File: config.mk
export PLATFORM = sky130hd
export DESIGN_NAME = monitor_sequencia
export DESIGN_NICKNAME = d
export VERILOG_FILES = /design/src/rtl/monitor_sequencia.sv
export SDC_FILE = /design/constraint.sdc
export NUM_CORES = 1
export LEC_CHECK = 0
export CORE_MARGIN = 10
export CORE_UTILIZATION = 51
export DETAILED_ROUTE_END_ITERATION = 7
export PLACE_DENSITY = 0.85
export SYNTH_ARGS = -nofsm -noshare
export SYNTH_HDL_FRONTEND = slang
export SYNTH_SLANG_ARGS = --single-unit
File: constraint.sdc
create_clock -name clk -period 1.9 [get_ports clk]
set_input_delay 0.19 -clock clk [delete_from_list [all_inputs] [get_ports clk]]
set_output_delay 0.19 -clock clk [all_outputs]
set_load 0.01 [all_outputs]
File: src/rtl/monitor_sequencia.sv
// monitor_sequencia: follows the 16-step counter sequence
// 1,3,5,0,2,4,6,7,8,9,10,15,14,13,12,11, locks after LOCK_N consecutive
// correct transitions, flags each out-of-order step while locked, and keeps
// saturating error and wrapping lap counters for the LEDs / 7-segment display.
//
// Handshake: count is consumed on every rising clk edge where count_valid=1
// and rst_n=1; there is no back-pressure. All outputs are registered and show
// the result of a sample one edge after it is taken. While count_valid=0
// everything holds except error, which returns to 0.
module monitor_sequencia #(
    parameter int LOCK_N = 2
) (
    input  logic       clk,
    input  logic       rst_n,
    input  logic [3:0] count,
    input  logic       count_valid,
    output logic       locked,
    output logic       error,
    output logic [7:0] err_count,
    output logic [7:0] lap_count,
    output logic [3:0] position,
    output logic [3:0] expected,
    output logic [1:0] state_dbg
);

    typedef enum logic [1:0] {
        HUNT   = 2'd0,
        TRACK  = 2'd1,
        LOCKED = 2'd2
    } state_t;

    localparam logic [4:0] LOCK_TARGET = 5'(LOCK_N);

    state_t     state;
    logic [3:0] prev;
    logic [3:0] match_cnt;
    logic       step_ok;

    // Successor of a code in the counter sequence.
    function automatic logic [3:0] succ_of(input logic [3:0] v);
        logic [3:0] s;
        case (v)
            4'd1:    s = 4'd3;
            4'd3:    s = 4'd5;
            4'd5:    s = 4'd0;
            4'd0:    s = 4'd2;
            4'd2:    s = 4'd4;
            4'd4:    s = 4'd6;
            4'd6:    s = 4'd7;
            4'd7:    s = 4'd8;
            4'd8:    s = 4'd9;
            4'd9:    s = 4'd10;
            4'd10:   s = 4'd15;
            4'd15:   s = 4'd14;
            4'd14:   s = 4'd13;
            4'd13:   s = 4'd12;
            4'd12:   s = 4'd11;
            default: s = 4'd1;   // 11 wraps back to 1
        endcase
        return s;
    endfunction

    // Position of a code within the sequence (1 is index 0, 11 is index 15).
    function automatic logic [3:0] index_of(input logic [3:0] v);
        logic [3:0] i;
        case (v)
            4'd1:    i = 4'd0;
            4'd3:    i = 4'd1;
            4'd5:    i = 4'd2;
            4'd0:    i = 4'd3;
            4'd2:    i = 4'd4;
            4'd4:    i = 4'd5;
            4'd6:    i = 4'd6;
            4'd7:    i = 4'd7;
            4'd8:    i = 4'd8;
            4'd9:    i = 4'd9;
            4'd10:   i = 4'd10;
            4'd15:   i = 4'd11;
            4'd14:   i = 4'd12;
            4'd13:   i = 4'd13;
            4'd12:   i = 4'd14;
            default: i = 4'd15;  // 11
        endcase
        return i;
    endfunction

    // Does the incoming sample follow the last accepted one.
    always_comb begin
        step_ok = (count == succ_of(prev));
    end

    assign state_dbg = state;

    // Sequence FSM with all status outputs registered alongside it.
    always_ff @(posedge clk) begin
        if (!rst_n) begin
            state     <= HUNT;
            prev      <= 4'd1;
            match_cnt <= 4'd0;
            locked    <= 1'b0;
            error     <= 1'b0;
            err_count <= 8'd0;
            lap_count <= 8'd0;
            position  <= 4'd0;
            expected  <= 4'd3;
        end else begin
            error <= 1'b0;
            if (count_valid) begin
                prev     <= count;
                position <= index_of(count);
                expected <= succ_of(count);
                unique case (state)
                    HUNT: begin
                        state     <= TRACK;
                        match_cnt <= 4'd0;
                    end
                    TRACK: begin
                        if (step_ok) begin
                            if (({1'b0, match_cnt} + 5'd1) == LOCK_TARGET) begin
                                state     <= LOCKED;
                                locked    <= 1'b1;
                                match_cnt <= 4'd0;
                            end else begin
                                match_cnt <= match_cnt + 4'd1;
                            end
                        end else begin
                            // Resync from the new value, silently.
                            match_cnt <= 4'd0;
                        end
                    end
                    LOCKED: begin
                        if (step_ok) begin
                            if (prev == 4'd11 && count == 4'd1) begin
                                lap_count <= lap_count + 8'd1;
                            end
                        end else begin
                            error     <= 1'b1;
                            locked    <= 1'b0;
                            state     <= TRACK;
                            match_cnt <= 4'd0;
                            if (err_count != 8'hFF) begin
                                err_count <= err_count + 8'd1;
                            end
                        end
                    end
                    default: begin
                        state     <= HUNT;
                        locked    <= 1'b0;
                        match_cnt <= 4'd0;
                    end
                endcase
            end
        end
    end

endmodule
== Word-level counts from Yosys, hierarchy flattened ==
Memories as Yosys holds them, arrays and structs flattened. A register that Yosys moved wholly into a read port is not among the register bits.
Cells that the tools add are included.
Storage, ports and cells
  register bits after elaboration: 28
  bits in read-only memories: 192
  bits of input ports: 7
  logic and storage cells: 51
  memories kept: 3
Operators by class
  add/sub/neg operators: 4
  equality and inequality tests: 10
  multiplexer cells: 15
  bitwise logic cells: 2
  reductions and logical operators: 10
Memory list
  (no name shown): words 16, width 4, rd ports 1, clocked after memory_dff 1, write ports 0, line 66  | case (v)
  (no name shown): words 16, width 4, rd ports 1, clocked after memory_dff 1, write ports 0, line 42  | case (v)
  (no name shown): words 16, width 4, rd ports 1, clocked after memory_dff 1, write ports 0, line 42
Operators by type and width (number)
  2-to-1 mux 4 bit: 5
  adder 8 x 1 -> 8 bit, second input constant: 2
  AND reduction 4 bit: 3
  != test 8 bit, second input constant: 1
  one-hot mux 4 bit (2 select lines): 1
  2-to-1 mux 2 bit: 3
  != test 2 bit, second input constant: 3
  one-hot mux 2 bit (3 select lines): 1
  adder 4 x 1 -> 5 bit, second input constant: 1
  == test 5 x 2 -> 1 bit, second input constant: 1
  AND reduction 5 bit: 1
  adder 4 x 1 -> 4 bit, second input constant: 1
  == test 4 x 1 -> 1 bit, second input constant: 1
  == test 4 bit: 1
  == test 4 bit, second input constant: 1
  2-to-1 mux 1 bit: 4
  one-hot mux 1 bit (3 select lines): 1
  AND reduction 3 bit: 1
  == test 2 x 1 -> 1 bit, second input constant: 1
  == test 2 bit, second input constant: 1
  logical NOT 1 bit: 2
  logical NOT 2 bit: 1
  inverter 1 bit: 2
  AND reduction 2 bit: 1
  logical AND 1 bit: 1

== Longest topological paths before layout ==
  word-level depth: 5
  depth in mapped cells: 8
  gate-level depth less buffers: 7

== Worst setup path after synthesis ==
OpenSTA, ideal clock, no wires.
  path kind: register to register
  from: register state[0] (netlist: state_dbg[0])
  to: register lap_count[5]
  setup time: 70 ps
  data arrival time: 1698 ps
  path slack: 132 ps
  stages on the path, launching flop included: 7
  path buffers: 2
  period minus slack after synthesis: 1768 ps
  path through: dfxtp_1 -> clkbuf_1 -> nand3b_1 -> or3_1 -> buf_6 -> or3_1 -> a21oi_1
Between the ends
  cells in the longest elaborated chain, start to end: 2
RTL lines
  from (decl): line 34  | state_t state;
  from (signal assigned): line 97  | state <= HUNT;
  from (signal assigned): line 114  | state <= TRACK;
  from (signal assigned): line 120  | state <= LOCKED;
  == test 2 bit: line 112  | unique case (state)
  AND reduction 4 bit (no line)
  to (signal assigned): line 134  | lap_count <= lap_count + 8'd1;
  to (decl): line 20  | output logic [7:0] lap_count,
No other way between the ends.
A chain may end at the register's enable or synchronous reset.

==> results.json <==
{
  "start_util": 0.5322,
  "cp.arrival_ns": 2.00,
  "area_growth_syn_to_layout_pct": 32.39,
  "hold_viol": 0,
  "leakage_nw": 1.157,
  "synth-edff-count": 0,
  "synth_area_per_cell_sq_um": 8.604,
  "critPathBufInv": 4,
  "worst_slack_ns": 0.06843,
  "port_buffers": 34,
  "root_buffer": "clkbuf_8",
  "period_needed_ns": 1.832,
  "multiInputGateArea_sq_um": 1297,
  "ys.flop_type": "dfxtp_1",
  "ys_types": 48,
  "fp.coreArea_sq_um": 4058,
  "dp_cells": 354,
  "finClkSkew_ns": 0.003758,
  "cap_viol_max_count": 0,
  "gp_congestion": 0.8222,
  "layout.cells.non_filler": 361,
  "vias": 2041,
  "die_area_sq_um": 7237,
  "synth_seq_cells": 39,
  "yosysTopAreaCell": "dfxtp_1",
  "layout-drive-gt1-share": 0.1801,
  "grt_max_degree": 26,
  "final_cell_mix": "38 x dfxtp_1, 34 x buf_4, 31 x clkdlybuf4s50_1, 23 x nor2_1, 22 x nand2_1",
  "chipHeight_um": 85.07,
  "drtPass1Iterations": 4,
  "synth_top_family_by_area": "simple AND/OR/NAND/NOR gates",
  "place_ws_ns": -0.4047,
  "worst-path-max-fanout": 5,
  "cts_sinks": 39,
  "reg2reg_from": "prev[2]",
  "rrSetupSlack_ns": 0.10,
  "drc": 0,
  "cts_hold_buffers": 0,
  "grt_pass1_wl_um": 8763,
  "seqCellArea_sq_um": 782.0,
  "grt_pass1_vias": 1988,
  "cp-start-kind": "primary input",
  "critPathTopFamily": "buffers and inverters",
  "synthSimpleGateAreaFrac": 0.2248,
  "cp-end-kind": "register",
  "synth.area.mux_share": 0.06257,
  "drtIter0Drc": 171,
  "cp-startpoint": "count_valid",
  "grt_antenna_before_repair": 0,
  "wl_um": 5566,
  "dp_hpwl_um": 3896,
  "rows": 23,
  "yosysSeqAreaShare": 0.3615,
  "n_fill_cell": 311,
  "min_period_over_period": 0.9640,
  "hold_class": "register to register",
  "synth_compound_area_frac": 0.1460,
  "drv_slew": 0,
  "cp.required_ns": 2.06,
  "relSlewSlack": 0.6250,
  "insertion_delay_ns": 0.29,
  "power.density_nw_per_um2": 591.5,
  "clock_path_buffers": 2,
  "critPathMaxStageDelay_ns": 0.60,
  "setup_viol": 0,
  "fin_util": 0.7046,
  "viasPerCell": 5.654,
  "ys_top_cells_by_area": "dfxtp_1 36%, ha_1 7.5%, a21oi_1 4.9%",
  "synth_xor_xnor_area_share": 0.07126,
  "numCtsBuffers": 5,
  "synthAdderAreaFrac": 0.07532,
  "clkTransAtPathRegs_ns": 0.07,
  "cts_tree": "yes",
  "worstMarginPinSlew_ns": 0.5604,
  "synth_top_area_frac": 0.3615,
  "yosysWarnings": 0,
  "grt_usage": 0.1429,
  "postRouteAntennaNets": 0,
  "syn_inst": 251,
  "final_common_cell": "dfxtp_1",
  "boundaryPins": 35,
  "setup_tns_ns": 0,
  "syn-cell-area_sq_um": 2160,
  "status": "finished, final reports clean",
  "crit_chain": "clkdlybuf4s50_1 -> buf_4 -> mux2i_1 -> nand2_1 -> buf_4 -> inv_1 -> nand2_1 -> a21oi_1 -> o22ai_1",
  "diodes": 0,
  "syn-num-nets": 271,
  "wl_per_cell_um": 15.42,
  "die_x_um": 85.07,
  "cp_slowest_cell": "clkdlybuf4s50_1",
  "vdd_drop_max_mv": 0.4176,
  "nets": 332,
  "crit_type": "primary input to register",
  "grt-ovfl-total": 0,
  "cts_max_level": 2,
  "fmax_ghz": 0.5460,
  "synthArstFlopShare": 0,
  "hp-start": "expected[1]"
}
per-stage QoR:
step | total power, W | hold slack (ns) | cell area [sq um]
global route | 0.001762 | 0.5014 | 2859
global placement | 0.001172 | 0.4587 | 2729
floorplan | 0.001050 | 0.3529 | 2160
finish | 0.001691 | 0.4857 | 2859
detailed placement | 0.001183 | 0.4674 | 2729
CTS | 0.001684 | 0.4863 | 2823
power breakdown:
part	total (W)	leakage (nW)	internal, W	switching [W]
Sequential	0.000867	0.318	0.000846	0.0000210
Combinational	0.000314	0.802	0.000159	0.000155
Clock	0.000510	0.0371	0.000245	0.000265
Total	0.00169	1.16	0.00125	0.000442
Yosys cell counts, drive strengths merged (6+ instances only):
cell	number
clkbuf	6
nand3	9
nand2	22
buf	8
inv	11
mux2i	9
nor2	23
a21oi	21
xnor2	10
dfxtp	39
or3	7
ha	13
o21ai	14
worst reg2reg max path, delay by kind of cell (launching register included):
kind	cells	cell delay, ns
AND/OR/NAND/NOR	4	1.26
flip-flops	1	0.35
AO/OA/AOI/OAI	1	0.14
cell type report:
class                   instances  area share
multi-input cells             186      0.4538
flip-flops and latches         39      0.2735
repair buffers                 68      0.2096
clock buffers                   6     0.02538
well taps                      50     0.02188
inverters                      12     0.01575
worst paths after layout:
path,to,depth (start not counted)
worst max-delay path,register,9
worst min-delay path,expected[1],2
worst max register to register,lap_count[5],5
worst min register to register,expected[1],2
timing repair:
action | CTS | global route
pin swaps | 0 | 3
resized for setup | 5 | 9
cloned | 0 | 0
setup endpoints to repair | 4 | 9
buffers inserted | 0 | 1
kinds of logic (layout without fill, tap and decap cells):
logic type      Yosys count  count (layout)
compound gates           53              53
buf+inv                  26              86
simple gates             93              93
flops                    39              39
xor+xnor                 15              15
fa+ha+maj                13              13
mux                      12              12
per-layer routing:
metal	track usage	up-vias	wire [um]
met4	0.06587	0	201
li1	-	1007	-
met5	0	-	0
met1	0.1502	957	2225
met2	0.2527	61	2832
met3	0.04493	16	307
Note: power is estimated with default switching activity, not from simulation.
